### src/rtl/cmp_track_if.sv
// Sample-stream bundle for cmp_track: one unsigned sample in per cycle, tracked
// history, extremes and magnitude flags out, plus the tracker's state for observation.
interface cmp_track_if #(
  parameter int CMP_WIDTH = 4
);
  // No valid/ready handshake: the producer drives a defined cmp_in_a every cycle,
  // and every rising clk edge consumes it unconditionally.
  logic [CMP_WIDTH-1:0] cmp_in_a;
  logic [CMP_WIDTH-1:0] cmp_out;
  logic [CMP_WIDTH-1:0] cmp_b;
  logic [CMP_WIDTH-1:0] cmp_min;
  logic                 cmp_gt;
  logic                 cmp_eq;
  logic                 cmp_lt;
  logic                 first_seen;

  modport master (
    output cmp_in_a,
    input  cmp_out, cmp_b, cmp_min, cmp_gt, cmp_eq, cmp_lt, first_seen
  );

  modport slave (
    input  cmp_in_a,
    output cmp_out, cmp_b, cmp_min, cmp_gt, cmp_eq, cmp_lt, first_seen
  );
endinterface

### src/rtl/cmp_track.sv
// Registered unsigned sample tracker: previous sample, running max/min and
// one-hot gt/eq/lt flags of each new sample against the one before it.
module cmp_track #(
  parameter int CMP_WIDTH = 4
) (
  input  logic        clk,
  input  logic        rst,
  cmp_track_if.slave  bus
);

  localparam logic [0:0] ST_EMPTY = 1'b0;
  localparam logic [0:0] ST_TRACK = 1'b1;
  localparam logic [CMP_WIDTH-1:0] ALL_ONES = '1;

  logic [0:0]           state;
  logic [CMP_WIDTH-1:0] max_q;
  logic [CMP_WIDTH-1:0] prev_q;
  logic [CMP_WIDTH-1:0] min_q;
  logic                 gt_q;
  logic                 eq_q;
  logic                 lt_q;

  // Empty max/min start at 0 / all ones, so the first sample always loads both.
  always_ff @(posedge clk or posedge rst) begin
    if (rst) begin
      state  <= ST_EMPTY;
      max_q  <= '0;
      prev_q <= '0;
      min_q  <= ALL_ONES;
      gt_q   <= 1'b0;
      eq_q   <= 1'b0;
      lt_q   <= 1'b0;
    end else begin
      prev_q <= bus.cmp_in_a;
      if (bus.cmp_in_a > max_q) max_q <= bus.cmp_in_a;
      if (bus.cmp_in_a < min_q) min_q <= bus.cmp_in_a;
      // prev_q is meaningless until one sample has been captured.
      if (state == ST_TRACK) begin
        gt_q <= (bus.cmp_in_a >  prev_q);
        eq_q <= (bus.cmp_in_a == prev_q);
        lt_q <= (bus.cmp_in_a <  prev_q);
      end else begin
        gt_q <= 1'b0;
        eq_q <= 1'b0;
        lt_q <= 1'b0;
      end
      state <= ST_TRACK;
    end
  end

  assign bus.cmp_out    = max_q;
  assign bus.cmp_b      = prev_q;
  assign bus.cmp_min    = min_q;
  assign bus.cmp_gt     = gt_q;
  assign bus.cmp_eq     = eq_q;
  assign bus.cmp_lt     = lt_q;
  assign bus.first_seen = (state == ST_TRACK);

endmodule

### src/flat_wrapper.sv
// flat-port wrapper written by rule: the top's interface ports become plain ports
module cmp_track_flat 
#(
  parameter int CMP_WIDTH = 4
)
  (clk, rst, bus_cmp_in_a, bus_cmp_out, bus_cmp_b, bus_cmp_min, bus_cmp_gt, bus_cmp_eq, bus_cmp_lt, bus_first_seen);
  cmp_track_if #(.CMP_WIDTH(CMP_WIDTH)) bus_i ();
  input  logic clk;
  input  logic rst;
  input wire logic [$bits(bus_i.cmp_in_a)-1:0] bus_cmp_in_a;
  output wire logic [$bits(bus_i.cmp_out)-1:0] bus_cmp_out;
  output wire logic [$bits(bus_i.cmp_b)-1:0] bus_cmp_b;
  output wire logic [$bits(bus_i.cmp_min)-1:0] bus_cmp_min;
  output wire logic [$bits(bus_i.cmp_gt)-1:0] bus_cmp_gt;
  output wire logic [$bits(bus_i.cmp_eq)-1:0] bus_cmp_eq;
  output wire logic [$bits(bus_i.cmp_lt)-1:0] bus_cmp_lt;
  output wire logic [$bits(bus_i.first_seen)-1:0] bus_first_seen;
  assign bus_i.cmp_in_a = bus_cmp_in_a;
  assign bus_cmp_out = bus_i.cmp_out;
  assign bus_cmp_b = bus_i.cmp_b;
  assign bus_cmp_min = bus_i.cmp_min;
  assign bus_cmp_gt = bus_i.cmp_gt;
  assign bus_cmp_eq = bus_i.cmp_eq;
  assign bus_cmp_lt = bus_i.cmp_lt;
  assign bus_first_seen = bus_i.first_seen;
  cmp_track #(.CMP_WIDTH(CMP_WIDTH)) u_core (.clk(clk), .rst(rst), .bus(bus_i));
endmodule
### config.mk
export PLATFORM = sky130hd
export DESIGN_NAME = cmp_track_flat
export DESIGN_NICKNAME = d
export VERILOG_FILES = /design/src/rtl/cmp_track_if.sv /design/src/rtl/cmp_track.sv /design/src/flat_wrapper.sv
export SDC_FILE = /design/constraint.sdc
export NUM_CORES = 1
export LEC_CHECK = 0
export BUFFER_PORTS_ARGS = -buffer_cell sky130_fd_sc_hd__buf_2
export CAP_MARGIN = 20
export CORE_MARGIN = 5
export CORE_UTILIZATION = 49
export DETAILED_ROUTE_END_ITERATION = 10
export PLACE_DENSITY = 0.77
export SLEW_MARGIN = 20
export SYNTH_ARGS = -nofsm -noshare
export SYNTH_HDL_FRONTEND = slang
export SYNTH_SLANG_ARGS = --single-unit
### constraint.sdc
create_clock -name clk -period 2.2 [get_ports clk]
set_input_delay 0.22 -clock clk [delete_from_list [all_inputs] [get_ports clk]]
set_output_delay 0.22 -clock clk [all_outputs]
set_load 0.03 [all_outputs]
==> results of run 1 <==
-- final cells by class --
type                       count  area [sq um]  share of cell area [%]
multi-input combinational     37           339                    35.1
sequential                    16           405                    42.0
tap                           16          20.0                    2.08
clock buffer                   4          36.3                    3.76
timing repair buffer          22           115                    11.9
inverter                      13          48.8                    5.06
-- worst paths after layout --
kind                                              startpoint                                 to  slack, ns  depth (start not counted)
min in group asynchronous                                rst      u_core.bus.cmp_b[3]$_DFF_PP0_       0.53                          3
min reg2reg                u_core.bus.cmp_out[2]$_DFFE_PP0N_  u_core.bus.cmp_out[2]$_DFFE_PP0N_       0.54                          1
max reg2reg                u_core.bus.cmp_out[1]$_DFFE_PP0N_  u_core.bus.cmp_out[1]$_DFFE_PP0N_       0.39                          6
max in group asynchronous                                rst        u_core.bus.cmp_eq$_DFF_PP0_       1.28                          3
max                        u_core.bus.cmp_out[1]$_DFFE_PP0N_  u_core.bus.cmp_out[1]$_DFFE_PP0N_       0.39                          6
min                                          bus_cmp_in_a[0]      u_core.bus.cmp_b[0]$_DFF_PP0_        0.1                          1
-- cells by family after synthesis --
group | count (synthesis) | share of synthesized area (%)
DFF | 16 | 51.1
buffers and inverters | 13 | 6.15
adders and majority gates | 11 | 17.3
AOI/OAI and AO/OA | 9 | 7.73
muxes | 8 | 11.4
and+or+nand+nor | 8 | 5.84
other | 1 | 0.473
-- flip-flops by register name, indices dropped and copies added (netlist names) --
signal / flops
u_core.bus.cmp_eq: 1
u_core.bus.cmp_out: 4
u_core.bus.cmp_gt: 1
u_core.bus.cmp_min: 4
u_core.bus.cmp_b: 4
u_core.bus.cmp_lt: 1
u_core.bus.first_seen: 1
-- stage by stage --
step                hold slack (ns)  std cells  setup WS [ns]
CTS                          0.0892        108          0.377
global route                 0.0885        108          0.256
floorplan                     0.131         66          0.362
detailed placement            0.311        103          0.405
finish                       0.0999        108          0.395
global placement              0.314        103          0.450
-- layout by cell type (no fill, tap or decap) --
cell type       n
nor2b_1         1
dfstp_2         4
mux2_2          8
o21bai_2        1
o21ai_0         2
buf_2          21
nand4_1         1
nand2b_1        1
nor2_1          2
nand2_1         1
clkbuf_4        3
ha_1           11
a21oi_1         4
inv_1          13
and3_1          1
a211oi_2        1
dlygate4sd3_1   1
dfrtp_1        12
clkbuf_8        1
conb_1          1
o211ai_1        1
and4_2          1
-- what timing repair did --
action | CTS | global route
hold endpoints to repair | 8 | 0
hold buffers | 1 | 0
setup endpoints to repair | 0 | 0
-- power by group through the flow --
| stage | Clock [mW] | Sequential (mW) | Combinational (mW) |
|---|---|---|---|
| finish | 0.190 | 0.460 | 0.616 |
| global route | 0.215 | 0.477 | 0.672 |
| CTS | 0.198 | 0.461 | 0.628 |
| detailed placement | 0 | 0.468 | 0.624 |
| global placement | 0 | 0.462 | 0.607 |
| floorplan | 0 | 0.640 | 0.294 |
-- worst reg2reg max path, cell delays in order, from the launching register on --
cell,delay (ns)
dfrtp_1,0.38
inv_1,0.05
ha_1,0.29
nor2b_1,0.13
o211ai_1,0.09
a21oi_1,0.38
mux2_2,0.39
-- layer usage --
| metal | vias to the layer above | global-route usage (%) | wire length [microns] |
|---|---|---|---|
| met5 | - | 0 | 0 |
| met4 | 0 | 5.24 | 13 |
| met3 | 2 | 2.66 | 65 |
| met2 | 9 | 21.3 | 730 |
| met1 | 257 | 15.0 | 553 |
| li1 | 273 | - | - |
==> flow_metrics.env, run 1 <==
export IMPL_power_static_leakage_nw=0.521
export IMPL_htree_levels=1
export IMPL_maxSlewViolCount=0
export IMPL_final_setup_skew_ns=0.00429
export IMPL_asyncSetResetFlopFracSynth_pct=100
export IMPL_fillerInstances=131
export IMPL_antenna_violating_nets_post_route=0
export IMPL_finalHoldViolations=0
export IMPL_start_util_pct=52.1
export IMPL_timing_critical_path_required_ns=2.37
export IMPL_flop_pwr_share_pct=36.3
export IMPL_clock_network_latency_to_the_later_pin_of_the_worst_skew_pair_ns=0.28
export IMPL_num_vias=541
export IMPL_worstHoldPathType="input port to flop"
export IMPL_synth_top_cell_by_area="dfrtp_1"
export IMPL_cts_tree="built"
export IMPL_cts_repair_resize_count=0
export IMPL_grt_antenna_before_repair=0
export IMPL_worst_slew_pin_transition_ns=0.581
export IMPL_ys_types=18
export IMPL_critical_path_top_delay_family="compound AO/OA/AOI/OAI gates"
export IMPL_grt_start_max_net_pins=17
export IMPL_maxCapViolations=0
export IMPL_critPathMaxStageDelay_ns=0.38
export IMPL_main_area_contributors_after_synthesis="dfrtp_1, ha_1, dfstp_2, mux2_2, inv_1"
export IMPL_timing_worst_setup_path_type="flop to flop"
export IMPL_critPathBufInv=1
export IMPL_initialDrtViolationCount=4
export IMPL_cts_inserted_buffers=3
export IMPL_critical_path_peak_fanout=4
export IMPL_clock_root_buffer="clkbuf_4"
export IMPL_finalInstanceArea_sq_um=965
export IMPL_synth_enable_flop_cells=0
export IMPL_layout_nets=110
export IMPL_grtUsageTotal_pct=12.5
export IMPL_dp_hpwl_microns=1110
export IMPL_postSynthNetCount=83
export IMPL_report_final_setup_viol=0
export IMPL_die_footprint_sq_mm=0.00252
export IMPL_grt_first_pass_wirelength_microns=2440
export IMPL_sequential_share_of_the_synthesized_area_pct=51.1
export IMPL_final_util_pct=63.3
export IMPL_combinationalPowerShare_pct=48.6
export IMPL_cp_arrival_ns=1.98
export IMPL_report_power_total_mw=1.27
export IMPL_path_clk_slew_ns=0.09
export IMPL_power_switching_share_pct=40.1
export IMPL_rsz0062_at_grt="false"
export IMPL_timing_critical_path_cells="inv_1 > ha_1 > nor2b_1 > o211ai_1 > a21oi_1 > mux2_2"
export IMPL_final_layout_size_suffix_gt1_share_pct=43.5
export IMPL_intPower_mw=0.759
export IMPL_ioPinCount=22
export IMPL_fin_tns_setup_ns=0
export IMPL_p_per_area_mw_per_mm2=1310
export IMPL_placement_cell_area_sq_um=918
export IMPL_synth_warning_count=0
export IMPL_period_minus_slack_ns=1.81
export IMPL_post_route_drc_count=0
export IMPL_postCtsSetupRepairBufs=0
export IMPL_worstSetupStartpointType="flop"
export IMPL_clk_path_buf_depth=2
export IMPL_synthFlopType="dfrtp_1"
export IMPL_synth_cells=66
export IMPL_post_route_clock_period_utilization_pct=82.1
export IMPL_area_growth_syn_to_layout_pct=21.6
export IMPL_synth_largest_type_area_fraction_pct=37.9
export IMPL_drt_vias_per_instance=5.01
export IMPL_syn_avg_cell_area_sq_um=12.0
export IMPL_synth_ff_latch_count=16
export IMPL_slowest_stage="dfrtp_1"
export IMPL_dr_pass1_iters=3
export IMPL_overall_die_width_microns=50.2
export IMPL_core_area_sq_mm=0.00152
export IMPL_wl_microns=1360
export IMPL_wire_per_inst_microns=12.6
export IMPL_gp_congestion=0.787
export IMPL_yosysMostFrequentCell="inv_1"
export IMPL_floorplan_die_height_microns=50.2
export IMPL_mappedNetlistArea_sq_um=793
export IMPL_max_clock_freq_mhz=554
export IMPL_antenna_diode_count=0
export IMPL_grt_overflow=0
export IMPL_timing_max_slew_rel_slack_pct=61.2
export IMPL_number_of_global_route_vias_before_repair=556
export IMPL_numClockSinks=16
export IMPL_netSwitchingPower_mw=0.507
export IMPL_port_buffer_count=21
export IMPL_num_rows=14
export IMPL_run_status="completed"
export IMPL_clock_power_share_pct=15.0
export IMPL_ir_drop_mv=0.641
export IMPL_synth_commonest_cells="inv_1, dfrtp_1, ha_1"
export IMPL_timing_critical_path_to_type="flop"
Power figures use the tool's default switching activity.
==> inputs of run 2 (changes only) <==
--- a/config.mk
+++ b/config.mk
@@ -8,9 +8,9 @@
 export BUFFER_PORTS_ARGS = -buffer_cell sky130_fd_sc_hd__buf_2
 export CAP_MARGIN = 20
 export CORE_MARGIN = 5
-export CORE_UTILIZATION = 49
+export CORE_UTILIZATION = 44
 export DETAILED_ROUTE_END_ITERATION = 10
-export PLACE_DENSITY = 0.77
+export PLACE_DENSITY = 0.73
 export SLEW_MARGIN = 20
 export SYNTH_ARGS = -nofsm -noshare
 export SYNTH_HDL_FRONTEND = slang
==> constraint.sdc (replaced) <==
create_clock -name clk -period 1.6 [get_ports clk]
set_input_delay 0.16 -clock clk [delete_from_list [all_inputs] [get_ports clk]]
set_output_delay 0.16 -clock clk [all_outputs]
set_load 0.03 [all_outputs]
==> run 2 against run 1 <==
Effect of this change:
- the run now ends with setup timing left
- power increased by 68%
- wire length increased by 19%
- design area increased by 18%
- non-clock buffer count increased by 10
- clock-buffer cell count unchanged
- flip-flop and latch count unchanged
- clock power increased by 39%
- die area increased by 9.1%
- clock skew decreased by 0.0033 ns
- largest power group unchanged
==> flow_metrics.env, run 2 (synthesized netlist as in run 1, its figures left out) <==
export IMPL_clock_root_buffer="clkbuf_4"
export IMPL_hold_path_startpoint="bus_cmp_in_a[2]"
export IMPL_final_setup_skew_ns=0.00101
export IMPL_final_util_pct=65.7
export IMPL_path_clk_slew_ns=0.09
export IMPL_post_route_drc_count=0
export IMPL_final_layout_size_suffix_gt1_share_pct=59.8
export IMPL_rr_worst_depth=6
export IMPL_start_util_pct=45.9
export IMPL_p_per_area_mw_per_mm2=1880
export IMPL_power_static_leakage_nw=0.592
export IMPL_cts_tree="built"
export IMPL_rsz0062_at_grt="true"
export IMPL_timing_critical_path_cells="inv_1 > ha_1 > o21ai_2 > o21bai_2 > buf_4 > mux2_2"
export IMPL_grt_antenna_before_repair=0
export IMPL_grt_start_max_net_pins=17
export IMPL_worst_slew_pin_transition_ns=0.612
export IMPL_finish_cell_count_without_fillers=127
export IMPL_overall_die_width_microns=52.5
export IMPL_placement_cell_area_sq_um=985
export IMPL_core_area_sq_mm=0.00173
export IMPL_number_of_global_route_vias_before_repair=547
export IMPL_slowest_stage="dfstp_2"
export IMPL_max_clock_freq_mhz=613
export IMPL_finalWorstSetupSlack_ns=-0.0319
export IMPL_dp_hpwl_microns=1150
export IMPL_cp_arrival_ns=1.85
export IMPL_final_cell_mix="buf_2, inv_1, buf_4, ha_1, dfrtp_1"
export IMPL_worstHoldPathType="input port to flop"
export IMPL_cts_inserted_buffers=3
export IMPL_wire_per_inst_microns=12.8
export IMPL_worstSetupStartpointType="flop"
export IMPL_numClockSinks=16
export IMPL_report_final_setup_viol=5
export IMPL_gp_congestion=0.853
export IMPL_antenna_diode_count=0
export IMPL_whs_path_depth=1
export IMPL_initialDrtViolationCount=3
export IMPL_grtUsageTotal_pct=12.4
export IMPL_maxCapViolations=0
export IMPL_setup_reg_to_reg_worst_slack_ns=-0.03
export IMPL_fillerInstances=146
export IMPL_worstReg2RegEnd="u_core.bus.cmp_min[2]$_DFFE_PP1N_"
export IMPL_grt_first_pass_wirelength_microns=2390
export IMPL_antenna_violating_nets_post_route=0
export IMPL_ir_drop_mv=1.30
export IMPL_die_footprint_sq_mm=0.00275
export IMPL_detail_route_wirelength_met1_microns=768
export IMPL_htree_levels=1
export IMPL_worstHoldEndpoint="u_core.bus.cmp_b[2]$_DFF_PP0_"
export IMPL_dr_pass1_iters=4
export IMPL_port_buffer_count=21
export IMPL_run_status="complete, but fails checks"
export IMPL_layout_commonest_cell="buf_2"
export IMPL_finalHoldViolations=0
export IMPL_post_place_cells=115
export IMPL_worstReg2RegStart="u_core.bus.cmp_min[3]$_DFFE_PP1N_"
export IMPL_timing_max_slew_rel_slack_pct=59.2
export IMPL_clock_network_latency_to_the_later_pin_of_the_worst_skew_pair_ns=0.28
export IMPL_top_layer="met4"
export IMPL_maxSlewViolCount=0
export IMPL_area_growth_syn_to_layout_pct=43.1
export IMPL_clk_path_buf_depth=2
export IMPL_ioPinCount=22
export IMPL_dr_wl_met2_microns=715
export IMPL_drt_vias_per_instance=4.67
export IMPL_violations_in_the_final_reports="setup timing"
export IMPL_report_power_total_mw=2.13
export IMPL_route_met3_wl_microns=106
export IMPL_post_route_clock_period_utilization_pct=102
export IMPL_floorplan_die_height_microns=52.5
export IMPL_grt_overflow=0
export IMPL_critical_path_peak_fanout=3
export IMPL_finalInstanceArea_sq_mm=0.00113
export IMPL_wl_microns=1630
export IMPL_period_minus_slack_ns=1.63
export IMPL_num_rows=15
export IMPL_layout_nets=120
export IMPL_timing_critical_path_required_ns=1.82
export IMPL_critPathMaxStageDelay_ns=0.55
export IMPL_num_vias=593
export IMPL_timing_critical_path_to_type="flop"
export IMPL_timing_worst_setup_path_type="flop to flop"
run 2: worst max-delay path by stage:
stage	slack [ns]	to	startpoint	cells past startpoint
final	-0.03	u_core.bus.cmp_min[2]$_DFFE_PP1N_	u_core.bus.cmp_min[3]$_DFFE_PP1N_	6
after CTS	-0.01	u_core.bus.cmp_out[1]$_DFFE_PP0N_	u_core.bus.cmp_out[1]$_DFFE_PP0N_	6
after detailed placement	-0.009	u_core.bus.cmp_out[1]$_DFFE_PP0N_	u_core.bus.cmp_out[1]$_DFFE_PP0N_	6
after global placement	0.0004	u_core.bus.cmp_out[3]$_DFFE_PP0N_	u_core.bus.cmp_out[1]$_DFFE_PP0N_	6
after global routing	-0.08	u_core.bus.cmp_min[3]$_DFFE_PP1N_	u_core.bus.cmp_min[1]$_DFFE_PP1N_	6
after floorplan	-0.05	u_core.bus.cmp_out[0]$_DFFE_PP0N_	u_core.bus.cmp_out[1]$_DFFE_PP0N_	6
run 2: what timing repair did:
action,4_1_cts,5_1_grt
hold endpoints to repair,12,0
hold buffers,1,0
resized for setup,0,10
endpoints found under the setup margin,4,8
pin swaps,0,5
buffers inserted,1,6
run 2: area by class of cell:
cell class                 instances  area, sq um  share of cell area, %
sequential                        16          410                   36.2
clock buffer                       4         36.3                   3.20
timing repair buffer              32          194                   17.1
tap                               25         31.3                   2.76
inverter                          13         48.8                   4.30
multi-input combinational         37          414                   36.5
run 2: worst max-delay path, delay by kind of cell (launching register included):
family / cells / cell delay (ns)
DFF: 1 / 0.55
muxes: 1 / 0.32
adders and majority gates: 1 / 0.28
AOI/OAI and AO/OA: 2 / 0.24
buffers and inverters: 2 / 0.20
run 2: report_power, final:
group          total, mW  switching (mW)  internal (mW)  leakage (nW)
logic               1.21           0.611          0.600         0.388
clock network      0.264           0.126          0.139        0.0210
registers          0.655          0.0849          0.570         0.183
total               2.13           0.822           1.31         0.592
run 2: layer usage:
layer  track usage [%]  vias to the layer above
li1                  -                      294
met1              16.1                      275
met2              17.8                       20
met3              3.13                        4
met4              8.94                        0
met5                 0                        -
run 2: stage by stage:
step / setup slack [ns] / hold WS [ns] / setup TNS (ns)
detailed placement: -0.00862 / 0.265 / -0.0198
global route: -0.0831 / 0.0563 / -0.449
global placement: 0.000397 / 0.255 / 0
finish: -0.0319 / 0.0747 / -0.106
CTS: -0.0118 / 0.0417 / -0.0256
floorplan: -0.0500 / 0.0706 / -0.323
